## src/rtl/dma_pkg.sv

```systemverilog
// -----------------------------------------------------------------------------
// dma_pkg
// Shared types and constants for the DMA channel register file:
//   - register offsets of the global block (relative to 2*NUM_CH)
//   - transfer-type and operating-mode enums
//   - per-channel mode record and command register layout
//   - helper deciding when a channel's address counter is frozen
// -----------------------------------------------------------------------------
package dma_pkg;

    // Global register offsets, counted from the first address after the
    // per-channel address/count pairs.
    localparam logic [3:0] OFF_CMD      = 4'd0;  // W: command, R: status
    localparam logic [3:0] OFF_REQ      = 4'd1;  // software request
    localparam logic [3:0] OFF_SMASK    = 4'd2;  // single mask bit
    localparam logic [3:0] OFF_MODE     = 4'd3;  // channel mode
    localparam logic [3:0] OFF_CLRPTR   = 4'd4;  // clear byte pointer
    localparam logic [3:0] OFF_MCLR     = 4'd5;  // master clear
    localparam logic [3:0] OFF_CLRMASK  = 4'd6;  // clear all masks
    localparam logic [3:0] OFF_WRMASK   = 4'd7;  // write all masks
    localparam logic [3:0] OFF_TEMP     = 4'd8;  // temporary (reads 0)

    typedef enum logic [1:0] {
        XFER_VERIFY  = 2'd0,
        XFER_WRITE   = 2'd1,
        XFER_READ    = 2'd2,
        XFER_ILLEGAL = 2'd3
    } xfer_type_e;

    typedef enum logic [1:0] {
        MODE_DEMAND  = 2'd0,
        MODE_SINGLE  = 2'd1,
        MODE_BLOCK   = 2'd2,
        MODE_CASCADE = 2'd3
    } op_mode_e;

    // Field order matches the packed mode output {type, autoinit, dec, mode}.
    typedef struct packed {
        xfer_type_e xtype;
        logic       autoinit;
        logic       dec;
        op_mode_e   op;
    } mode_t;

    // Bits 7:6 together freeze channel 0's address (memory-to-memory source).
    typedef struct packed {
        logic       hold_en;    // bit 7
        logic       hold_sel;   // bit 6
        logic [5:0] rsvd;       // bits 5:0, stored and exported only
    } command_t;

    // Channel 0 keeps a fixed address while both hold bits are set.
    function automatic logic addr_hold(input command_t cmd, input logic is_ch0);
        return cmd.hold_en & cmd.hold_sel & is_ch0;
    endfunction

endpackage

```

## src/rtl/dma_channel_counter.sv

```systemverilog
// -----------------------------------------------------------------------------
// dma_channel_counter
// One DMA channel's base/current address and word-count registers.
// Ports:
//   clk, reset_n   clock, asynchronous active-low reset
//   srst           synchronous clear (master clear)
//   byte_sel       byte lane for CPU writes (0 = LSB)
//   wr_addr/wr_cnt CPU write strobe for address / count register
//   wr_data        CPU write byte
//   step           one word transferred on this channel
//   dec, hold      address direction / address freeze
//   autoinit       reload current from base on terminal count
//   cur_addr/cur_cnt  current registers
//   tc_hit         combinational: this step takes count from 0 to all ones
// -----------------------------------------------------------------------------
module dma_channel_counter
    import dma_pkg::*;
#(
    parameter int ADDR_W = 16,
    parameter int DATA_W = 8,
    parameter int PTR_W  = 1
) (
    input  logic              clk,
    input  logic              reset_n,
    input  logic              srst,
    input  logic [PTR_W-1:0]  byte_sel,
    input  logic              wr_addr,
    input  logic              wr_cnt,
    input  logic [DATA_W-1:0] wr_data,
    input  logic              step,
    input  logic              dec,
    input  logic              hold,
    input  logic              autoinit,
    output logic [ADDR_W-1:0] cur_addr,
    output logic [ADDR_W-1:0] cur_cnt,
    output logic              tc_hit
);

    localparam int NBYTES = ADDR_W / DATA_W;
    localparam logic [ADDR_W-1:0] ZERO = {ADDR_W{1'b0}};
    localparam logic [ADDR_W-1:0] ONE  = {{(ADDR_W-1){1'b0}}, 1'b1};

    logic [ADDR_W-1:0] base_addr_r;
    logic [ADDR_W-1:0] base_cnt_r;
    logic [ADDR_W-1:0] cur_addr_r;
    logic [ADDR_W-1:0] cur_cnt_r;
    logic              step_s;

    // A CPU write to either current register wins over a same-cycle step.
    assign step_s   = step & ~(wr_addr | wr_cnt);
    assign tc_hit   = step_s & (cur_cnt_r == ZERO);
    assign cur_addr = cur_addr_r;
    assign cur_cnt  = cur_cnt_r;

    // Base/current registers: bytewise CPU load, transfer step, autoinit reload.
    always_ff @(posedge clk or negedge reset_n) begin
        if (!reset_n) begin
            base_addr_r <= ZERO;
            base_cnt_r  <= ZERO;
            cur_addr_r  <= ZERO;
            cur_cnt_r   <= ZERO;
        end else if (srst) begin
            base_addr_r <= ZERO;
            base_cnt_r  <= ZERO;
            cur_addr_r  <= ZERO;
            cur_cnt_r   <= ZERO;
        end else begin
            for (int b = 0; b < NBYTES; b++) begin
                if (byte_sel == PTR_W'(b)) begin
                    if (wr_addr) begin
                        base_addr_r[b*DATA_W +: DATA_W] <= wr_data;
                        cur_addr_r[b*DATA_W +: DATA_W]  <= wr_data;
                    end
                    if (wr_cnt) begin
                        base_cnt_r[b*DATA_W +: DATA_W] <= wr_data;
                        cur_cnt_r[b*DATA_W +: DATA_W]  <= wr_data;
                    end
                end
            end
            if (step_s) begin
                if (tc_hit && autoinit) begin
                    cur_addr_r <= base_addr_r;
                    cur_cnt_r  <= base_cnt_r;
                end else begin
                    cur_cnt_r <= cur_cnt_r - ONE;
                    if (!hold) begin
                        cur_addr_r <= dec ? (cur_addr_r - ONE) : (cur_addr_r + ONE);
                    end
                end
            end
        end
    end

endmodule

```

## src/rtl/dma_channel_regfile.sv

```systemverilog
// -----------------------------------------------------------------------------
// dma_channel_regfile
// DMA controller register file: NUM_CH channel counters plus command, mode,
// mask, request and status registers, accessed bytewise via a byte pointer.
// Ports:
//   clk, reset_n       clock, asynchronous active-low reset
//   reg_wr, reg_rd     one-cycle CPU write / read strobes
//   reg_addr, wr_data  register select and write byte
//   rd_data            read byte, valid the cycle after reg_rd
//   xfer_step, xfer_ch one word moved on channel xfer_ch
//   cur_addr           current address of xfer_ch (combinational)
//   tc                 one-cycle terminal-count pulse
//   command, mode, mask, sw_req, tc_status   register contents
// -----------------------------------------------------------------------------
module dma_channel_regfile
    import dma_pkg::*;
#(
    parameter  int NUM_CH = 4,
    parameter  int ADDR_W = 16,
    parameter  int DATA_W = 8,
    localparam int NBYTES = ADDR_W / DATA_W,
    localparam int REG_AW = $clog2(2*NUM_CH+9),
    localparam int CH_W   = (NUM_CH > 1) ? $clog2(NUM_CH) : 1
) (
    input  logic                clk,
    input  logic                reset_n,
    input  logic                reg_wr,
    input  logic                reg_rd,
    input  logic [REG_AW-1:0]   reg_addr,
    input  logic [DATA_W-1:0]   wr_data,
    output logic [DATA_W-1:0]   rd_data,
    input  logic                xfer_step,
    input  logic [CH_W-1:0]     xfer_ch,
    output logic [ADDR_W-1:0]   cur_addr,
    output logic                tc,
    output logic [7:0]          command,
    output logic [NUM_CH*6-1:0] mode,
    output logic [NUM_CH-1:0]   mask,
    output logic [NUM_CH-1:0]   sw_req,
    output logic [NUM_CH-1:0]   tc_status
);

    localparam int PTR_W = (NBYTES > 1) ? $clog2(NBYTES) : 1;
    localparam int GBASE = 2 * NUM_CH;

    logic [PTR_W-1:0]  ptr_r;
    command_t          command_r;
    mode_t             mode_r [NUM_CH];
    logic [NUM_CH-1:0] mask_r, sw_req_r, tc_status_r;
    logic              tc_r;
    logic [DATA_W-1:0] rd_data_r;

    logic              is_chan_s, goff_vld_s;
    logic [CH_W-1:0]   reg_ch_s, wch_s;
    logic [3:0]        goff_s;
    logic              wr_cmd_s, wr_req_s, wr_smask_s, wr_mode_s, wr_clrptr_s;
    logic              wr_mclr_s, wr_clrmask_s, wr_wrmask_s, rd_status_s;
    logic [NUM_CH-1:0] wr_addr_s, wr_cnt_s, ch_step_s, tc_hit_s;
    logic [ADDR_W-1:0] ch_addr_s [NUM_CH];
    logic [ADDR_W-1:0] ch_cnt_s  [NUM_CH];
    logic [ADDR_W-1:0] sel_word_s;
    logic [DATA_W-1:0] status_s, rd_next_s;
    logic [NUM_CH-1:0] mask_n_s, req_n_s, tcs_n_s;

    // Split the register address into a channel register or a global offset.
    always_comb begin
        is_chan_s  = 1'b0;
        goff_vld_s = 1'b0;
        reg_ch_s   = CH_W'(reg_addr >> 1);
        goff_s     = 4'd0;
        if (int'(reg_addr) < GBASE) begin
            is_chan_s = 1'b1;
        end else if (int'(reg_addr) <= GBASE + int'(OFF_TEMP)) begin
            goff_vld_s = 1'b1;
            goff_s     = 4'(int'(reg_addr) - GBASE);
        end else begin
            goff_vld_s = 1'b0;
        end
    end

    // Global register strobes.
    always_comb begin
        wr_cmd_s     = 1'b0;
        wr_req_s     = 1'b0;
        wr_smask_s   = 1'b0;
        wr_mode_s    = 1'b0;
        wr_clrptr_s  = 1'b0;
        wr_mclr_s    = 1'b0;
        wr_clrmask_s = 1'b0;
        wr_wrmask_s  = 1'b0;
        rd_status_s  = 1'b0;
        if (goff_vld_s) begin
            case (goff_s)
                OFF_CMD:     begin wr_cmd_s = reg_wr; rd_status_s = reg_rd; end
                OFF_REQ:     wr_req_s     = reg_wr;
                OFF_SMASK:   wr_smask_s   = reg_wr;
                OFF_MODE:    wr_mode_s    = reg_wr;
                OFF_CLRPTR:  wr_clrptr_s  = reg_wr;
                OFF_MCLR:    wr_mclr_s    = reg_wr;
                OFF_CLRMASK: wr_clrmask_s = reg_wr;
                OFF_WRMASK:  wr_wrmask_s  = reg_wr;
                default:     wr_cmd_s     = 1'b0;
            endcase
        end else begin
            wr_cmd_s = 1'b0;
        end
    end

    // Per-channel write and step strobes.
    always_comb begin
        for (int c = 0; c < NUM_CH; c++) begin
            wr_addr_s[c] = reg_wr & is_chan_s & (reg_ch_s == CH_W'(c)) & ~reg_addr[0];
            wr_cnt_s[c]  = reg_wr & is_chan_s & (reg_ch_s == CH_W'(c)) &  reg_addr[0];
            ch_step_s[c] = xfer_step & (xfer_ch == CH_W'(c));
        end
    end

    for (genvar g = 0; g < NUM_CH; g++) begin : g_ch
        dma_channel_counter #(
            .ADDR_W (ADDR_W),
            .DATA_W (DATA_W),
            .PTR_W  (PTR_W)
        ) u_counter (
            .clk      (clk),
            .reset_n  (reset_n),
            .srst     (wr_mclr_s),
            .byte_sel (ptr_r),
            .wr_addr  (wr_addr_s[g]),
            .wr_cnt   (wr_cnt_s[g]),
            .wr_data  (wr_data),
            .step     (ch_step_s[g]),
            .dec      (mode_r[g].dec),
            .hold     (addr_hold(command_r, (g == 0))),
            .autoinit (mode_r[g].autoinit),
            .cur_addr (ch_addr_s[g]),
            .cur_cnt  (ch_cnt_s[g]),
            .tc_hit   (tc_hit_s[g])
        );
        assign mode[g*6 +: 6] = mode_r[g];
    end

    // Current address of the channel being serviced.
    always_comb begin
        cur_addr = {ADDR_W{1'b0}};
        if (int'(xfer_ch) < NUM_CH) begin
            cur_addr = ch_addr_s[xfer_ch];
        end else begin
            cur_addr = {ADDR_W{1'b0}};
        end
    end

    // Read mux: channel byte at the pointer, status, everything else zero.
    always_comb begin
        status_s   = DATA_W'({sw_req_r, tc_status_r});
        sel_word_s = {ADDR_W{1'b0}};
        rd_next_s  = {DATA_W{1'b0}};
        if (is_chan_s) begin
            sel_word_s = reg_addr[0] ? ch_cnt_s[reg_ch_s] : ch_addr_s[reg_ch_s];
            rd_next_s  = DATA_W'(sel_word_s >> (int'(ptr_r) * DATA_W));
        end else if (goff_vld_s && (goff_s == OFF_CMD)) begin
            rd_next_s = status_s;
        end else begin
            rd_next_s = {DATA_W{1'b0}};
        end
    end

    // Next mask/request/status: CPU writes first, then terminal-count effects,
    // so a TC set wins over a same-cycle mask write or status-read clear.
    always_comb begin
        wch_s = wr_data[CH_W-1:0];
        if (wr_smask_s && (int'(wch_s) < NUM_CH)) begin
            mask_n_s        = mask_r;
            mask_n_s[wch_s] = wr_data[2];
        end else if (wr_clrmask_s) begin
            mask_n_s = {NUM_CH{1'b0}};
        end else if (wr_wrmask_s) begin
            mask_n_s = wr_data[NUM_CH-1:0];
        end else begin
            mask_n_s = mask_r;
        end
        if (wr_req_s && (int'(wch_s) < NUM_CH)) begin
            req_n_s        = sw_req_r;
            req_n_s[wch_s] = wr_data[2];
        end else begin
            req_n_s = sw_req_r;
        end
        tcs_n_s = rd_status_s ? {NUM_CH{1'b0}} : tc_status_r;
        for (int c = 0; c < NUM_CH; c++) begin
            tcs_n_s[c]  = tcs_n_s[c] | tc_hit_s[c];
            mask_n_s[c] = mask_n_s[c] | (tc_hit_s[c] & ~mode_r[c].autoinit);
            req_n_s[c]  = req_n_s[c] & ~(tc_hit_s[c] & ~mode_r[c].autoinit);
        end
    end

    // Global registers, byte pointer, read data and TC pulse.
    always_ff @(posedge clk or negedge reset_n) begin
        if (!reset_n) begin
            ptr_r       <= {PTR_W{1'b0}};
            command_r   <= command_t'(8'd0);
            mask_r      <= {NUM_CH{1'b1}};
            sw_req_r    <= {NUM_CH{1'b0}};
            tc_status_r <= {NUM_CH{1'b0}};
            tc_r        <= 1'b0;
            rd_data_r   <= {DATA_W{1'b0}};
            for (int c = 0; c < NUM_CH; c++) mode_r[c] <= mode_t'(6'd0);
        end else if (wr_mclr_s) begin
            ptr_r       <= {PTR_W{1'b0}};
            command_r   <= command_t'(8'd0);
            mask_r      <= {NUM_CH{1'b1}};
            sw_req_r    <= {NUM_CH{1'b0}};
            tc_status_r <= {NUM_CH{1'b0}};
            tc_r        <= 1'b0;
            rd_data_r   <= {DATA_W{1'b0}};
            for (int c = 0; c < NUM_CH; c++) mode_r[c] <= mode_t'(6'd0);
        end else begin
            if (wr_clrptr_s) begin
                ptr_r <= {PTR_W{1'b0}};
            end else if (is_chan_s && (reg_wr || reg_rd)) begin
                ptr_r <= (int'(ptr_r) == NBYTES - 1) ? {PTR_W{1'b0}} : ptr_r + PTR_W'(1'b1);
            end
            if (wr_cmd_s) command_r <= command_t'(wr_data[7:0]);
            // Mode channel field is wr_data[1:0]; channels above 3 are not addressable.
            for (int c = 0; c < NUM_CH; c++) begin
                if (wr_mode_s && (wr_data[1:0] == 2'(c))) mode_r[c] <= mode_t'(wr_data[7:2]);
            end
            if (reg_rd) rd_data_r <= rd_next_s;
            mask_r      <= mask_n_s;
            sw_req_r    <= req_n_s;
            tc_status_r <= tcs_n_s;
            tc_r        <= |tc_hit_s;
        end
    end

    assign rd_data   = rd_data_r;
    assign tc        = tc_r;
    assign command   = command_r;
    assign mask      = mask_r;
    assign sw_req    = sw_req_r;
    assign tc_status = tc_status_r;

endmodule

```

## config.mk

```make
export PLATFORM = sky130hd
export DESIGN_NAME = dma_channel_regfile
export DESIGN_NICKNAME = d
export VERILOG_FILES = /design/src/rtl/dma_pkg.sv /design/src/rtl/dma_channel_counter.sv /design/src/rtl/dma_channel_regfile.sv
export SDC_FILE = /design/constraint.sdc
export NUM_CORES = 1
export LEC_CHECK = 0
export ABC_AREA = 0
export BUFFER_PORTS_ARGS = -buffer_cell sky130_fd_sc_hd__buf_2
export CORE_ASPECT_RATIO = 0.5
export CORE_UTILIZATION = 60
export CTS_CLUSTER_SIZE = 10
export DETAILED_ROUTE_END_ITERATION = 10
export PLACE_DENSITY_LB_ADDON = 0.05
export SYNTH_ARGS = -nofsm -noshare
export SYNTH_HDL_FRONTEND = slang
export SYNTH_SLANG_ARGS = --single-unit
```

## constraint.sdc

```tcl
create_clock -name clk -period 4.7 [get_ports clk]
set_input_delay 0.705 -clock clk [delete_from_list [all_inputs] [get_ports clk]]
set_output_delay 0.705 -clock clk [all_outputs]
set_load 0.03 [all_outputs]
```

# Yosys cells after proc, flatten, opt, wreduce, memory -nomap -nowiden
# Index checks and enable logic that the tools add are counted.
[word_totals]
reg_bits = 310
output_inout_bits = 69
in_bits = 20
[op_classes]
bitwise = 61
shifts = 1
mux = 126
eq_ne = 21
magnitude_cmp = 6
n_reduce_logical = 78
addsub = 14
[ops]
columns = ["cell", "n"]
rows = [
  ["$mux 16", 44],
  ["$mux 8", 34],
  ["$sub 16x1->16 const B", 8],
  ["$bmux 16 s2", 3],
  ["$add 16x1->16 const B", 4],
  ["$logic_not 16->1", 4],
  ["$reduce_and 2->1", 30],
  ["$mux 4", 10],
  ["$reduce_bool 3->1", 12],
  ["$and 1x1->1", 34],
  ["$reduce_bool 2->1", 15],
  ["$mux 1", 27],
  ["$mux 24", 1],
  ["$mux 6", 4],
  ["$eq 4x3->1 const B", 4],
  ["$shr 16x4->8", 1],
  ["$not 1->1", 13],
  ["$eq 2x2->1 const B", 6],
  ["$ne 3x1->1 const B", 4],
  ["$or 1x1->1", 12],
  ["$logic_and 1x1->1", 11],
  ["$bwmux 4", 2],
  ["$eq 4x2->1 const B", 2],
  ["$eq 2x1->1 const B", 3],
  ["other kinds (15)", 19],
]

# Depth between registers and ports, before layout
[logic_depth]
ltp_word = 13
mapped_depth = 13
depth_no_buf = 9

# Hierarchy
# A second synthesis with hierarchy kept.
[hier_totals]
hier_cells = 2384
area_unflattened_um2 = 20938.8
[by_module_without_submodules]
columns = ["module", "n_inst", "cells_per_inst", "area_per_inst_um2"]
rows = [
  ["dma_channel_counter at g_ch[2].u_counter ...", 2, 510, 4247.8],
  ["dma_channel_counter at g_ch[0].u_counter ...", 2, 516, 4215.3],
  ["dma_channel_regfile", 1, 332, 4012.6],
]

# Worst setup path before layout
# Ideal clock, no wire load.
[synth_path]
path_kind = "input to output"
from = "input port xfer_ch[0]"
to = "output port cur_addr[10]"
t_arrival_ns = 2.361
stages = 3
n_path_buf = 2
slack_ns = 1.634
cell_sequence = "buf_1 > buf_1 > mux4_2"
[synth_between]
elab_chain_len = 4
[synth_lines]
columns = ["item", "line", "text"]
rows = [
  ["from (decl)", "dma_channel_regfile.sv:33", "input logic [CH_W-1:0] xfer_ch,"],
  ["$not 2->3 (not written as such)", "dma_channel_regfile.sv:146", "cur_addr = ch_addr_s[xfer_ch];"],
  ["$bmux 16 s2", "dma_channel_regfile.sv:146", ""],
  ["$mux 16 (not written as such) (2 in series)", "dma_channel_regfile.sv:146", ""],
  ["to (decl)", "dma_channel_regfile.sv:34", "output logic [ADDR_W-1:0] cur_addr,"],
]
# No other way between the ends. The select of a mux whose other input is x is not followed.

# Worst setup path after layout
[layout_path]
from = "register g_ch[0].u_counter.cur_cnt_r[0]"
to = "register g_ch[0].u_counter.cur_cnt_r[11]"
[layout_between]
elab_chain_len = 6
[layout_lines]
columns = ["item", "line", "text"]
rows = [
  ["from (decl)", "dma_channel_counter.sv:46", "logic [ADDR_W-1:0] cur_cnt_r;"],
  ["from (signal, indexed assignment)", "dma_channel_counter.sv:76", "cur_cnt_r[b*DATA_W +: DATA_W] <= wr_data;"],
  ["from (signal assigned)", "dma_channel_counter.sv:83", "cur_cnt_r <= base_cnt_r;"],
  ["from (signal assigned)", "dma_channel_counter.sv:85", "cur_cnt_r <= cur_cnt_r - ONE;"],
  ["branches (longest 3 deep; another with $sub 16x1->16)", "n/a", ""],
  ["$mux 16 *", "dma_channel_counter.sv:81", "if (tc_hit && autoinit) begin"],
  ["$mux 16 *", "dma_channel_counter.sv:80", "if (step_s) begin"],
  ["$mux 16 *", "dma_channel_counter.sv:62", "end else if (srst) begin"],
]
# Mark *: on every way between the ends.
# A chain may end at the register's enable or synchronous reset.

==> results.json <==
{
  "outcome": "finished clean",
  "cts_sinks": 310,
  "power.total_w": 0.0110,
  "root_buffer": "clkbuf_16",
  "core_sq_um": 31900,
  "grt_pass1_wl_mm": 102,
  "powerDensity_nw_per_um2": 512,
  "ys_top_cells_by_count": "nand2_1, dfrtp_1, a21oi_1, nor2_1, o21ai_0",
  "synth-xor-area-share_pct": 3.78,
  "worst-path-buf-inv": 0,
  "worst_ep_arrival_time_ns": 3.74,
  "synth-adder-area-share_pct": 4.22,
  "dieArea_sq_um": 33600,
  "fmax_mhz": 300,
  "sequentialPowerShare_pct": 41.2,
  "synth_compound_area_share_pct": 20.7,
  "die_width_um": 258,
  "maxCapViolCount": 0,
  "ys_types": 85,
  "grt-ovfl-total": 0,
  "ir_drop_v": 0.000319,
  "fillers": 2676,
  "leakagePower_nw": 9.59,
  "cts_resized": 0,
  "post_synth.cell_area_avg_sq_um": 8.78,
  "switching_share_pct": 40.0,
  "syn_area_sq_um": 19700,
  "ys_seq_area_share_pct": 39.5,
  "cp_top_family": "simple AND/OR/NAND/NOR gates",
  "final.setup.tns_ns": 0,
  "setup.worst_path.start_class": "register",
  "netlist_instances": 2240,
  "setup_viol": 0,
  "finClkSkew_ns": 0.0311,
  "first_global_vias": 16600,
  "yosysWarnings": 0,
  "holdBufCountCts": 0,
  "cts_buffers": 37,
  "hold_path_class": "in -> async",
  "place.detailed.hpwl_mm": 45.6,
  "ys_ff_latch": 310,
  "start_util_pct": 61.6,
  "ys.flop_type": "dfrtp_1",
  "p_int_w": 0.00659,
  "syn_to_final_growth_pct": 9.25,
  "viasPerCell": 6.76,
  "rsz0062_at_grt": "no",
  "post-route-period-util_pct": 70.9,
  "grt_max_degree": 124,
  "finalCriticalPeriod_ns": 3.33,
  "drv_slew": 0,
  "route.detailed.drc": 0,
  "drive_gt1_share_pct": 12.5,
  "fin_nets": 2338,
  "clockBufferDepth": 3,
  "synth_area_leader_cell": "dfrtp_1",
  "synthSimpleGateAreaFrac_pct": 18.7,
  "cp_common_cell": "nor2_1",
  "relSlewSlack_pct": 18.7,
  "cp_slowest_cell": "nor4b_1",
  "synth_most_common_cell": "nand2_1",
  "critPathMaxFanout": 6,
  "synth_edf_count": 0,
  "cts_setup_buffers": 0,
  "cp_data_required_time_ns": 5.11,
  "drt_first_pass_iters": 6,
  "synth_nets": 2324,
  "cpPeakStageDelay_ns": 0.95,
  "routed_wl_mm": 66.8,
  "yosysTopAreaCellShare_pct": 38.9,
  "htreeDepth": 2,
  "synth_top_family_by_area": "compound AO/OA/AOI/OAI gates",
  "clk_pin_slew_ns": 0.06,
  "end_kind": "register",
  "power.switching_w": 0.00440,
  "finalHoldViolations": 0,
  "die_h_um": 130,
  "insertion_delay_ns": 0.56,
  "portBuffers": 88,
  "drtIter0Drc": 2351,
  "synth_area_leaders": "dfrtp_1, nand2_1, mux4_2, a21oi_1, o21ai_0",
  "p_clk_share_pct": 24.6,
  "num_rows": 46,
  "cp_cell_sequence": "or4_4, nor4b_1, nor3b_1, nor3_1, nor2_1, nor2_1, a2111oi_1",
  "antenna_found_initial": 6,
  "p_comb_share_pct": 34.2,
  "drtAntennaViolNets": 0,
  "grt_usage_pct": 40.1,
  "worst_slew_pin_slew_ns": 1.20,
  "antenna_cells": 0,
  "async_flop_share_pct": 100,
  "cts_tree": "yes",
  "synthMuxAreaShare_pct": 9.16,
  "gp_congestion": 1.01,
  "critPathKind": "reg -> reg",
  "boundaryPins": 89,
  "vias": 18300,
  "wire_per_inst_um": 24.7
}
## area by class of cell
class	count	area, sq um	share of cell area, %
Clock buffer	54	1040	4.85
Clock inverter	2	17.5	0.0815
Inverter	24	90.1	0.419
Multi-Input combinational cell	1744	11200	52.0
Sequential cell	310	7760	36.1
Tap cell	432	541	2.52
Timing Repair Buffer	137	856	3.98
## power by group through the flow
stage          clock network (W)  logic [W]  registers (W)
3_3_place_gp                   0    0.00363        0.00444
3_5_place_dp                   0    0.00370        0.00445
5_1_grt                  0.00281    0.00417        0.00456
4_1_cts                  0.00269    0.00372        0.00442
2_1_floorplan                  0    0.00292        0.00396
6_report                 0.00270    0.00376        0.00453
## worst reg2reg max path, cell delays in order, from the launching register on
cell	delay [ns]
dfrtp_1	0.51
or4_4	0.60
nor4b_1	0.95
nor3b_1	0.52
nor3_1	0.08
nor2_1	0.10
nor2_1	0.05
a2111oi_1	0.40
## cell families after synthesis
| family | after synthesis |
|---|---|
| AOI/OAI and AO/OA | 661 |
| xor gates and xnor gates | 85 |
| adders and majority gates | 64 |
| buffers and inverters | 186 |
| DFF | 310 |
| muxes | 109 |
| and+or+nand+nor | 825 |
## stage by stage
stage	area [sq um]	setup slack (ns)	util, %	instances	hold slack (ns)
final	21500	1.37	67.3	2703	0.184
after global routing	21500	1.21	67.3	2703	0.237
after CTS	21500	1.54	67.3	2703	0.263
after detailed placement	20400	1.29	64.0	2647	0.464
after global placement	20400	1.33	64.0	2647	0.455
after floorplan	19700	1.63	-	2240	0.409
## worst paths after layout
path | start | depth (start not counted) | end | slack [ns]
worst min register to register | g_ch[1].u_counter.base_cnt_r[8] | 1 | g_ch[1].u_counter.base_cnt_r[8] | 0.48
worst min-delay path | reset_n | 1 | g_ch[2].u_counter.base_cnt_r[4] | 0.18
worst max-delay path | g_ch[0].u_counter.cur_cnt[0] | 7 | g_ch[0].u_counter.cur_cnt[11] | 1.37
min in group clk | reg_addr[3] | 2 | ptr_r | 0.44
worst max register to register | g_ch[0].u_counter.cur_cnt[0] | 7 | g_ch[0].u_counter.cur_cnt[11] | 1.37
max in group asynchronous | reset_n | 2 | g_ch[3].u_counter.cur_addr[6] | 3.36
## registers in the layout, summed over array words and instances, names as in the netlist
| name | count |
|---|---|
| g_ch.u_counter.base_cnt_r | 64 |
| ptr_r | 1 |
| tc | 1 |
| sw_req | 4 |
| g_ch.u_counter.cur_cnt | 64 |
| tc_status | 4 |
| g_ch.u_counter.cur_addr | 64 |
| g_ch.u_counter.base_addr_r | 64 |
| mode | 24 |
| command | 8 |
| rd_data | 8 |
| mask | 4 |
## layer usage
layer  up-vias  part of all wire, %  track usage (%)
met5         -                0.039                0
met4         4                  2.8             11.9
met3       160                   14             13.6
met2      1144                   40             54.7
met1      8845                   43             59.6
li1       8122                    -                -
## placed cells by master, fill, tap and decap left out, types with 16 or more instances in the layout
cell and count:
nand2_1 404, xnor2_1 49, a211oi_1 60, a21oi_1 222
nor3_1 40, a21boi_0 16, ha_1 60, mux4_2 55
a21o_1 26, o21ai_0 166, a22o_1 22, xor2_1 36
o211ai_1 19, a31oi_1 31, buf_4 46, buf_2 87
nor2_1 189, dfrtp_1 306, mux2i_1 48, inv_1 24
nand3_1 68, clkbuf_16 39
(Power assumes the default switching activity.)
